==> src/rtl/pipe_ctrl_chain.sv <==
// pipe_ctrl_chain
//   Chain of NREG inter-stage pipeline registers with a built-in stall/flush
//   controller. Register k sits between stage k and stage k+1, and each one
//   carries a valid bit. The stage logic (decode, execute, memory) is outside
//   this module and connects through the flattened d_i / q_o buses.
//
//   Optional feature: define PIPE_PERF_CNT_EN to build the four 32-bit
//   performance counters. When it is undefined the counter ports are tied
//   to 0 and no counter flops are built.
//
// Ports
//   clk          rising-edge clock
//   rst          synchronous, active-high reset
//   stallreq_i   [NREG:0] stall request, bit s from stage s
//   flush_i      clear every stage register
//   in_valid_i   fetch stage holds a valid instruction
//   d_i          [NREG*DW-1:0] register k input at d_i[k*DW +: DW]
//   q_o          [NREG*DW-1:0] register k output at q_o[k*DW +: DW]
//   qv_o         [NREG-1:0] valid bit of register k
//   stall_o      [NREG:0] hold vector, bit s = stage s held
//   in_ready_o   fetch may advance (PC update enable)
//   cycle_cnt_o, stall_cnt_o, bubble_cnt_o, retire_cnt_o  performance counters

// One register slot: clear on reset or flush, then hold, then bubble, then load.
module pipe_ctrl_stage #(
  parameter int DW = 32
) (
  input  logic          clk,
  input  logic          rst,
  input  logic          flush_i,
  input  logic          hold_i,
  input  logic          bubble_i,
  input  logic          uv_i,
  input  logic [DW-1:0] d_i,
  output logic [DW-1:0] q_o,
  output logic          qv_o
);
  logic [DW-1:0] q_q, q_d;
  logic          v_q, v_d;

  always_comb begin
    q_d = d_i;
    v_d = uv_i;
    if (flush_i || bubble_i) begin
      // A bubble is an all-zero word (the MIPS NOP) and is never stale data.
      q_d = '0;
      v_d = 1'b0;
    end else if (hold_i) begin
      q_d = q_q;
      v_d = v_q;
    end
  end

  always_ff @(posedge clk) begin
    if (rst) begin
      q_q <= '0;
      v_q <= 1'b0;
    end else begin
      q_q <= q_d;
      v_q <= v_d;
    end
  end

  assign q_o  = q_q;
  assign qv_o = v_q;
endmodule

module pipe_ctrl_chain #(
  parameter int NREG = 4,
  parameter int DW   = 32
) (
  input  logic             clk,
  input  logic             rst,
  input  logic [NREG:0]    stallreq_i,
  input  logic             flush_i,
  input  logic             in_valid_i,
  input  logic [NREG*DW-1:0] d_i,
  output logic [NREG*DW-1:0] q_o,
  output logic [NREG-1:0]  qv_o,
  output logic [NREG:0]    stall_o,
  output logic             in_ready_o,
  output logic [31:0]      cycle_cnt_o,
  output logic [31:0]      stall_cnt_o,
  output logic [31:0]      bubble_cnt_o,
  output logic [31:0]      retire_cnt_o
);
  logic [NREG:0]   stall;
  logic [NREG-1:0] hold, bub, qv;

  // A stall request from stage s holds s and every stage upstream of it.
  // This is a suffix-OR that depends only on stallreq_i, so there is no path
  // from q_o to stall_o.
  always_comb begin
    stall       = '0;
    stall[NREG] = stallreq_i[NREG];
    for (int s = NREG - 1; s >= 0; s--) stall[s] = stallreq_i[s] | stall[s+1];
  end

  assign stall_o    = stall;
  assign in_ready_o = ~stall[0];

  for (genvar k = 0; k < NREG; k++) begin : g_reg
    logic uv;
    // Stall on both sides means the register holds. Stall only on the
    // upstream side means the held stage meets a moving one, so a bubble
    // is inserted.
    assign hold[k] = stall[k] & stall[k+1];
    assign bub[k]  = stall[k] & ~stall[k+1];

    if (k == 0) begin : g_uv0
      assign uv = in_valid_i;
    end else begin : g_uvk
      assign uv = qv[k-1];
    end

    pipe_ctrl_stage #(.DW(DW)) u_stage (
      .clk      (clk),
      .rst      (rst),
      .flush_i  (flush_i),
      .hold_i   (hold[k]),
      .bubble_i (bub[k]),
      .uv_i     (uv),
      .d_i      (d_i[k*DW +: DW]),
      .q_o      (q_o[k*DW +: DW]),
      .qv_o     (qv[k])
    );
  end

  assign qv_o = qv;

`ifdef PIPE_PERF_CNT_EN
  logic [31:0] cyc_q, stl_q, bub_q, ret_q;

  // Only rst clears the counters; a flush leaves them running.
  always_ff @(posedge clk) begin
    if (rst) begin
      cyc_q <= '0;
      stl_q <= '0;
      bub_q <= '0;
      ret_q <= '0;
    end else begin
      cyc_q <= cyc_q + 32'd1;
      if (stall[0])             stl_q <= stl_q + 32'd1;
      if (!flush_i && (|bub))   bub_q <= bub_q + 32'd1;
      if (qv[NREG-1] && !stall[NREG]) ret_q <= ret_q + 32'd1;
    end
  end

  assign cycle_cnt_o  = cyc_q;
  assign stall_cnt_o  = stl_q;
  assign bubble_cnt_o = bub_q;
  assign retire_cnt_o = ret_q;
`else
  assign cycle_cnt_o  = '0;
  assign stall_cnt_o  = '0;
  assign bubble_cnt_o = '0;
  assign retire_cnt_o = '0;
`endif
endmodule

==> config.mk <==
export PLATFORM = sky130hd
export DESIGN_NAME = pipe_ctrl_chain
export DESIGN_NICKNAME = d
export VERILOG_FILES = /design/src/rtl/pipe_ctrl_chain.sv
export SDC_FILE = /design/constraint.sdc
export NUM_CORES = 1
export LEC_CHECK = 0
export CAP_MARGIN = 40
export CELL_PAD_IN_SITES_DETAIL_PLACEMENT = 0
export CELL_PAD_IN_SITES_GLOBAL_PLACEMENT = 2
export CORE_ASPECT_RATIO = 1.2
export CORE_MARGIN = 2
export CORE_UTILIZATION = 16
export CTS_BUF_LIST = sky130_fd_sc_hd__clkbuf_16
export DETAILED_ROUTE_END_ITERATION = 7
export PLACE_DENSITY = 0.8
export SLEW_MARGIN = 20
export SYNTH_ARGS = -nofsm -noshare
export SYNTH_HDL_FRONTEND = slang
export SYNTH_SLANG_ARGS = --single-unit
==> constraint.sdc <==
create_clock -name clk -period 1.3 [get_ports clk]
set_input_delay 0.26 -clock clk [delete_from_list [all_inputs] [get_ports clk]]
set_output_delay 0.26 -clock clk [all_outputs]
set_load 0.005 [all_outputs]
==> metrics.log, run 1 <==
[metrics] mean instance size in the synthesized netlist: roughly 8.5 um2
[metrics] number of endpoints failing setup at the final stage: 1
[metrics] nets: 1099
[metrics] filler-free cell count of the finished design: ~1400
[metrics] GP Congestion: ~0.71
[metrics] Power Dens Cells: ~1100 mW/mm2
[metrics] Hold Worst Slack: ~0.32 ns
[metrics] ratio of final minimum period to clock period: 102%
[metrics] core footprint: roughly 0.036 mm2
[metrics] count of endpoints failing hold in the final timing report: 0
[metrics] number of CTS-inserted buffers: 17
[metrics] max-cap viol count: 0
[metrics] sum of negative setup slack: -0.0294 ns
[metrics] clock transition time at the flip-flop clock pins of the worst setup and hold paths: about 0.060 ns
[metrics] crit path setup slack, layout: -0.0294 ns
[metrics] estimated wirelength of the detail-placed design: around 14000 um
[metrics] max-slew violation count: 0
[metrics] total inserted antenna cells: 0
[metrics] area taken by multi-input logic gates: ~0.0024 mm2
[metrics] clock tree from TritonCTS: yes
[metrics] Fmax achieved: between 700 and 800 MHz
[metrics] share of synthesized area occupied by flip-flops and latches: between 40% and 50%
[metrics] synthesized instance count: 680
[metrics] GRT overflow: 0
[metrics] Setup CP Type: primary input to output port
[metrics] first-pass GRT wire length: roughly 27000 um
[metrics] P&R area growth vs syn: 59.9%
[metrics] P_leak: roughly 3.8 nW
[metrics] synthesized area: ~0.0058 mm2
[metrics] pin count of the biggest net entering global routing: 34
[metrics] count of input and output buffers: ~270
[metrics] antenna violations before repair: 0
[metrics] number of warning messages in the yosys log: 0
[metrics] via-per-instance ratio: roughly 3.5
[metrics] number of H-tree levels: 4
[metrics] RSZ-0062 raised after global routing: yes
[metrics] cell count after placement: 1407
[metrics] Worst Path Max Fanout: 3
[metrics] post-synthesis register bit count: between 100 and 150
[metrics] fraction of layout instances using a drive strength above 1: 16.5%
[metrics] Critical Path End Type: output port
[metrics] average wire per cell in the routed design: between 10 and 15 um
[metrics] largest voltage drop on the vdd net: around 0.00070 V
[metrics] width of the die: between 150 and 200 um
[metrics] post-route cell area: about 0.0092 mm2
[metrics] clock sinks: approximately 130
[metrics] maximum count of clock buffers along a single path: 2
[metrics] Worst Path Arrival: 1.07 ns
[metrics] total global routing track utilization: 9.65%
[metrics] final worst clock skew: about 0.0029 ns
[metrics] sequential cell area: around 0.0027 mm2
[metrics] initial standard-cell utilization of the core: 16.1%
[metrics] final worst path period need: approximately 1.3 ns
[metrics] number of fillers in the final layout: ~4000
[metrics] floorplan die height: 212 um
[metrics] vias in the first global route: about 4700
[metrics] DRC violation total after the first TritonRoute iteration: about 140
[metrics] number of detailed-routing iterations run before antenna repair: 4
[metrics] library cells used by synthesis: 21
[metrics] outcome: finished, violations left
[metrics] required time of the critical path: 1.04 ns
[metrics] class of the tightest hold or removal check: primary input to flip-flop
[metrics] via total after detailed routing: about 5000
[metrics] crit path launch type: primary input
[metrics] number of remaining DRC errors: 0
[metrics] residual antenna-violating net count after detailed routing: 0
[metrics] worst skew pair latency: 0.42 ns
[metrics] top-level port count: just over 400
[metrics] violated checks: setup timing
[metrics] cell area after placement: between 0.008 and 0.009 mm2
[metrics] Rows: between 70 and 80
[metrics] Die Outline Area: about 0.038 mm2
[metrics] wire length reported by the detailed router: 19200 um
[metrics] root buffer cell: sky130_fd_sc_hd__clkbuf_16
[through the flow]
step | setup slack [ns] | utilization, % | total power [mW]
6_report | -0.0294 | 25.8 | 10.5
5_1_grt | -0.104 | 25.8 | 11.1
4_1_cts | -0.0799 | 25.7 | 10.8
3_5_place_dp | -0.897 | 24.2 | 5.38
3_3_place_gp | -0.883 | 24.2 | 5.38
2_1_floorplan | 0.0216 | - | 4.93
[kinds of logic after synthesis]
kind of cell / Yosys count / synth area share [%]
simple gates: 236 / 16.1
buf+inv: 175 / 21.1
flops: 132 / 45.9
compound gates: 103 / 11.1
mux: 33 / 5.74
other cells: 1 / 0.0651
[cell type report]
class                           count  area share, %
Timing Repair Buffer              304           31.3
Clock inverter                     15           2.22
Clock buffer                       17           4.62
Tap cell                          468           6.36
Inverter                            7          0.367
Sequential cell                   132           29.1
Multi-Input combinational cell    500           26.0
[cell usage after synthesis]
cell type / number / area, um2
sky130_fd_sc_hd__inv_2: 2 / 7.51
sky130_fd_sc_hd__nor3_4: 1 / 16.3
sky130_fd_sc_hd__a21oi_1: 69 / 345
sky130_fd_sc_hd__nor2_4: 1 / 11.3
sky130_fd_sc_hd__o21ai_2: 2 / 17.5
sky130_fd_sc_hd__o21ai_1: 1 / 5.00
sky130_fd_sc_hd__nor4_4: 1 / 21.3
sky130_fd_sc_hd__buf_4: 134 / 1010
sky130_fd_sc_hd__nand2_1: 198 / 743
sky130_fd_sc_hd__nand2b_1: 1 / 6.26
sky130_fd_sc_hd__a21oi_2: 30 / 263
sky130_fd_sc_hd__conb_1: 1 / 3.75
sky130_fd_sc_hd__clkbuf_1: 7 / 26.3
sky130_fd_sc_hd__buf_6: 3 / 33.8
sky130_fd_sc_hd__mux2i_1: 33 / 330
sky130_fd_sc_hd__buf_2: 24 / 120
sky130_fd_sc_hd__nor2_1: 34 / 128
sky130_fd_sc_hd__inv_1: 4 / 15.0
sky130_fd_sc_hd__clkinv_1: 1 / 3.75
sky130_fd_sc_hd__dfxtp_1: 132 / 2640
sky130_fd_sc_hd__a311o_2: 1 / 11.3
[report_power, final]
group / leakage (nW) / switching (mW) / internal (mW) / total, mW
Clock: 0.308 / 2.05 / 3.23 / 5.28
Sequential: 1.08 / 0.0339 / 4.11 / 4.15
Combinational: 2.42 / 0.499 / 0.595 / 1.09
Total: 3.81 / 2.58 / 7.94 / 10.5
[routing by layer]
metal / GRT usage, % / vias up / part of all wire [%]
met4: 3.62 / 0 / 1.7
li1: - / 2467 / -
met1: 10.3 / 2283 / 39
met5: 0 / - / 0
met3: 3.36 / 15 / 10
met2: 17.3 / 269 / 50
[sequential cells by signal, indices dropped and copies added (netlist names)]
name and flops:
g.u_stage.q_o 128, g.u_stage.qv_o 4
[cell usage in the layout, fill, tap and decap left out, types with 2 or more instances in the layout]
cell type / count
sky130_fd_sc_hd__nand2_1: 198
sky130_fd_sc_hd__clkdlybuf4s50_1: 131
sky130_fd_sc_hd__conb_1: 128
sky130_fd_sc_hd__dfxtp_1: 103
sky130_fd_sc_hd__a21oi_1: 69
sky130_fd_sc_hd__clkdlybuf4s15_1: 61
sky130_fd_sc_hd__dlygate4sd2_1: 52
sky130_fd_sc_hd__mux2i_1: 33
sky130_fd_sc_hd__nor2_1: 33
sky130_fd_sc_hd__a21oi_2: 30
sky130_fd_sc_hd__dfxtp_2: 28
sky130_fd_sc_hd__buf_4: 26
sky130_fd_sc_hd__clkbuf_16: 17
sky130_fd_sc_hd__clkbuf_2: 10
sky130_fd_sc_hd__buf_2: 9
sky130_fd_sc_hd__clkdlybuf4s15_2: 6
sky130_fd_sc_hd__clkinv_4: 5
sky130_fd_sc_hd__inv_1: 4
sky130_fd_sc_hd__bufinv_16: 4
sky130_fd_sc_hd__buf_12: 4
sky130_fd_sc_hd__inv_6: 3
sky130_fd_sc_hd__clkinv_2: 3
sky130_fd_sc_hd__o21ai_2: 2
sky130_fd_sc_hd__buf_8: 2
sky130_fd_sc_hd__buf_6: 2
[critical path: stages]
cell and delay (ns):
sky130_fd_sc_hd__buf_8 0.10, sky130_fd_sc_hd__nor4_4 0.36, sky130_fd_sc_hd__buf_4 0.21, sky130_fd_sc_hd__inv_4 0.03, sky130_fd_sc_hd__buf_6 0.10
[final timing paths]
kind	start	endpoint	slack, ns	cells after the start
min reg2reg	g_reg[2].u_stage.q_o[22]	g_reg[2].u_stage.q_o[22]	0.45	2
max reg2reg	g_reg[2].u_stage.qv_o	g_reg[3].u_stage.qv_o	0.57	3
max	stallreq_i[1]	stall_o[1]	-0.03	5
min	stallreq_i[1]	g_reg[0].u_stage.q_o[18]	0.32	5
[repair_timing]
action / 4_1_cts / 5_1_grt
setup endpoints to repair: 270 / 78
pin swaps: 3 / 2
resized for setup: 236 / 78
hold buffers: 0 / 0
setup buffers: 3 / 1
Note: power is estimated with default switching activity, not from simulation.
==> run 2: changes to the inputs <==
- ABC_AREA: unset -> 1
- CORE_MARGIN: 2 -> unset
- CORE_UTILIZATION: 16 -> 18
- PLACE_DENSITY: 0.8 -> 0.87
- clock period: 1.3 -> 1.5 ns (I/O delays scaled with it)
==> run 2 against run 1 <==
Compared with the run above:
- sequential share of layout area fell by 0.21 points
- largest cell class unchanged
- via count grew 9.7%
- the flow now finishes without violations
- sequential power fell by 13%
- die area decreased by 10%
- worst hold slack better by 0.10 ns
- critical path depth unchanged
- combinational power down 10%
- flip-flop and latch count is the same
- design area fell by 0.46%
- total power decreased by 18%
- worst setup slack better by 0.068 ns
==> metrics.log, run 2 <==
[metrics] via-per-instance ratio: 3.72
[metrics] Worst Path Arrival: approximately 1.2 ns
[metrics] max-slew violation count: 0
[metrics] Die Outline Area: between 0.03 and 0.04 mm2
[metrics] clock transition time at the flip-flop clock pins of the worst setup and hold paths: ~0.06 ns
[metrics] required time of the critical path: roughly 1.2 ns
[metrics] Fmax achieved: a little under 700 MHz
[metrics] width of the die: ~170 um
[metrics] clock tree from TritonCTS: yes
[metrics] worst skew pair latency: 0.42 ns
[metrics] fraction of layout instances using a drive strength above 1: under 10%
[metrics] critical path's largest stage delay: roughly 0.50 ns
[metrics] library cells used by synthesis: 18
[metrics] max-cap viol count: 0
[metrics] estimated wirelength of the detail-placed design: around 13000 um
[metrics] GP Congestion: ~0.72
[metrics] cell count after placement: 1452
[metrics] antenna violations before repair: 0
[metrics] slowest stage cell on the critical path: sky130_fd_sc_hd__clkdlybuf4s50_1
[metrics] most frequent standard cell in the layout excluding fill and tap cells: sky130_fd_sc_hd__nand2_1
[metrics] cell family with the largest share of critical-path delay: buffers and inverters
[metrics] total global routing track utilization: between 10% and 20%
[metrics] crit path setup slack, layout: 0.0390 ns
[metrics] P_leak: roughly 4.5 nW
[metrics] RSZ-0062 raised after global routing: no
[metrics] GRT overflow: 0
[metrics] vias in the first global route: around 5000
[metrics] top_reg_cell synth: sky130_fd_sc_hd__dfxtp_1
[metrics] Hold Worst Slack: roughly 0.43 ns
[metrics] filler-free cell count of the finished design: around 1500
[metrics] share of synthesized area occupied by flip-flops and latches: between 40% and 50%
[metrics] number of warning messages in the yosys log: 0
[metrics] top cells by instance count after synthesis: sky130_fd_sc_hd__nand2_1 (299), sky130_fd_sc_hd__buf_4 (146), sky130_fd_sc_hd__dfxtp_1 (132)
[metrics] residual antenna-violating net count after detailed routing: 0
[metrics] crit path launch type: primary input
[metrics] Largest register FFs: between 100 and 150
[metrics] Power Dens Cells: approximately 950 mW/mm2
[metrics] synthesized instance count: slightly below 800
[metrics] Worst Path Max Fanout: 3
[metrics] maximum count of clock buffers along a single path: 2
[metrics] Rows: 72
[metrics] number of CTS-inserted buffers: 17
[metrics] number of fillers in the final layout: 3556
[metrics] ratio of final minimum period to clock period: between 90% and 100%
[metrics] Worst Path Buf+Inv: 4
[metrics] largest voltage drop on the vdd net: approximately 0.00053 V
[metrics] crit path cell chain: buf_4 > buf_4 > inv_2 > nand2_1 > clkdlybuf4s50_1
[metrics] via total after detailed routing: 5523
[metrics] root buffer cell: sky130_fd_sc_hd__clkbuf_16
[metrics] Total Power Consumption: between 8 and 9 mW
[metrics] Setup CP Type: primary input to output port
[metrics] final core utilization: between 20% and 30%
[metrics] floorplan die height: about 200 um
[metrics] post-route cell area: around 0.009 mm2
[metrics] pin count of the biggest net entering global routing: 35
[metrics] nets: between 1000 and 1500
[metrics] count of endpoints failing hold in the final timing report: 0
[metrics] P&R area growth vs syn: 54.5%
[metrics] class of the tightest hold or removal check: primary input to flip-flop
[metrics] first-pass GRT wire length: 28600 um
[metrics] ys async rst share: 0%
[metrics] mean instance size in the synthesized netlist: about 7.5 um2
[metrics] number of H-tree levels: 4
[metrics] sum of negative setup slack: 0 ns
[metrics] final worst path period need: 1.46 ns
[metrics] hold_sp: d_i[33]
[metrics] number of detailed-routing iterations run before antenna repair: 4
[metrics] post-synthesis register bit count: ~130
[metrics] clock sinks: roughly 130
[metrics] DRC violation total after the first TritonRoute iteration: around 220
[metrics] average wire per cell in the routed design: 12.8 um
[metrics] initial standard-cell utilization of the core: a little under a fifth
[metrics] top area cells in the synthesized netlist: sky130_fd_sc_hd__dfxtp_1 (45%), sky130_fd_sc_hd__nand2_1 (19%), sky130_fd_sc_hd__buf_4 (18%)
[metrics] number of remaining DRC errors: 0
[metrics] outcome: completed
[metrics] wire length reported by the detailed router: between 15000 and 20000 um
[metrics] top library cells by usage in the layout, fill and taps aside: sky130_fd_sc_hd__nand2_1 (299), sky130_fd_sc_hd__dlygate4sd2_1 (138), sky130_fd_sc_hd__clkdlybuf4s50_1 (133), sky130_fd_sc_hd__conb_1 (128), sky130_fd_sc_hd__dfxtp_1 (126)
[metrics] synthesized area: a little under 0.006 mm2
[metrics] Critical Path End Type: output port
[metrics] top-count cell post-synth: sky130_fd_sc_hd__nand2_1
[metrics] cell occurring most often along the worst timing path: sky130_fd_sc_hd__buf_4
[metrics] launching element of the worst setup path: stallreq_i[4]
[metrics] cell area after placement: just under 0.009 mm2
[metrics] biggest area consumer among synthesized cells: sky130_fd_sc_hd__dfxtp_1
[metrics] core footprint: approximately 0.032 mm2
[metrics] startpoint of the worst-slack reg-to-reg timing path: g_reg[1].u_stage.qv_o
[metrics] number of endpoints failing setup at the final stage: 0
[metrics] final worst clock skew: approximately 0.0017 ns
[metrics] number of synthesized flops with an enable pin: 0
[metrics] count of input and output buffers: ~270
[metrics] top-level port count: 403
[metrics] Synth top area share: 44.6%
[metrics] Post-Place Setup Slack: -0.654 ns
[run 2: cell types whose count changed after synthesis, moves of 12 or more]
cell | before | now
sky130_fd_sc_hd__inv_1 | 4 | 35
sky130_fd_sc_hd__a21oi_2 | 30 | 0
sky130_fd_sc_hd__nor2_1 | 34 | 2
sky130_fd_sc_hd__mux2i_1 | 33 | 0
sky130_fd_sc_hd__buf_4 | 134 | 146
sky130_fd_sc_hd__a21oi_1 | 69 | 99
sky130_fd_sc_hd__nand4_1 | 0 | 34
sky130_fd_sc_hd__nand2_1 | 198 | 299
[run 2: area by class of cell]
| type | instances | area [um2] | area share, % |
|---|---|---|---|
| diodes | 2 | 5.00 | 0.0546 |
| clock buffers | 17 | 425 | 4.64 |
| clock inverters | 14 | 136 | 1.49 |
| inverters | 39 | 146 | 1.60 |
| multi-input cells | 568 | 2410 | 26.3 |
| flip-flops and latches | 132 | 2650 | 28.9 |
| well taps | 407 | 509 | 5.56 |
| repair buffers | 307 | 2880 | 31.4 |
[run 2: final timing paths]
check	to	slack, ns	cells past startpoint
worst min-delay path	g_reg[1].u_stage.q_o[1]	0.43	3
worst max-delay path	stall_o[3]	0.04	5
worst min register to register	g_reg[3].u_stage.q_o[29]	0.45	2
worst max register to register	g_reg[2].u_stage.qv_o	0.74	5
[run 2: where the power goes]
part           internal, mW  switching, mW  total, mW
Clock                  2.42           1.69       4.11
Combinational         0.504          0.474      0.978
Sequential             3.56         0.0261       3.59
Total                  6.49           2.19       8.68
[run 2: cell families (layout without fill, tap and decap cells)]
family	count (synthesis)	count (layout)	synth area share, %
other cells	1	130	0.0632
simple gates	338	338	23.3
buf+inv	217	377	23.3
flops	132	132	44.6
compound gates	102	102	8.78
[run 2: per-layer routing]
layer	track usage, %	up-vias	part of all wire (%)
li1	-	2780	-
met1	12.5	2490	41
met2	19.7	242	51
met3	3.43	11	6.2
met4	4.06	0	1.4
met5	0	-	0
[run 2: worst register-to-register path: stages, from the launching register on]
cell and delay (ns):
sky130_fd_sc_hd__dfxtp_1 0.31, sky130_fd_sc_hd__buf_4 0.14, sky130_fd_sc_hd__nand2_1 0.07, sky130_fd_sc_hd__nand2_1 0.05
sky130_fd_sc_hd__nand2_1 0.05, sky130_fd_sc_hd__inv_1 0.03
[run 2: timing repair]
action / CTS / global route
pin swaps: 3 / 2
endpoints found under the setup margin: 263 / 3
gates cloned: 0 / 0
hold endpoints to repair: 0 / 0
buffers inserted: 1 / 0
resized for setup: 157 / 2
hold buffers: 0 / 0
==> run 3: changes to the inputs <==
- SKIP_LAST_GASP: unset -> 1
==> results of run 3 <==
Final layout, timing and power as in run 2 (identical DEF).
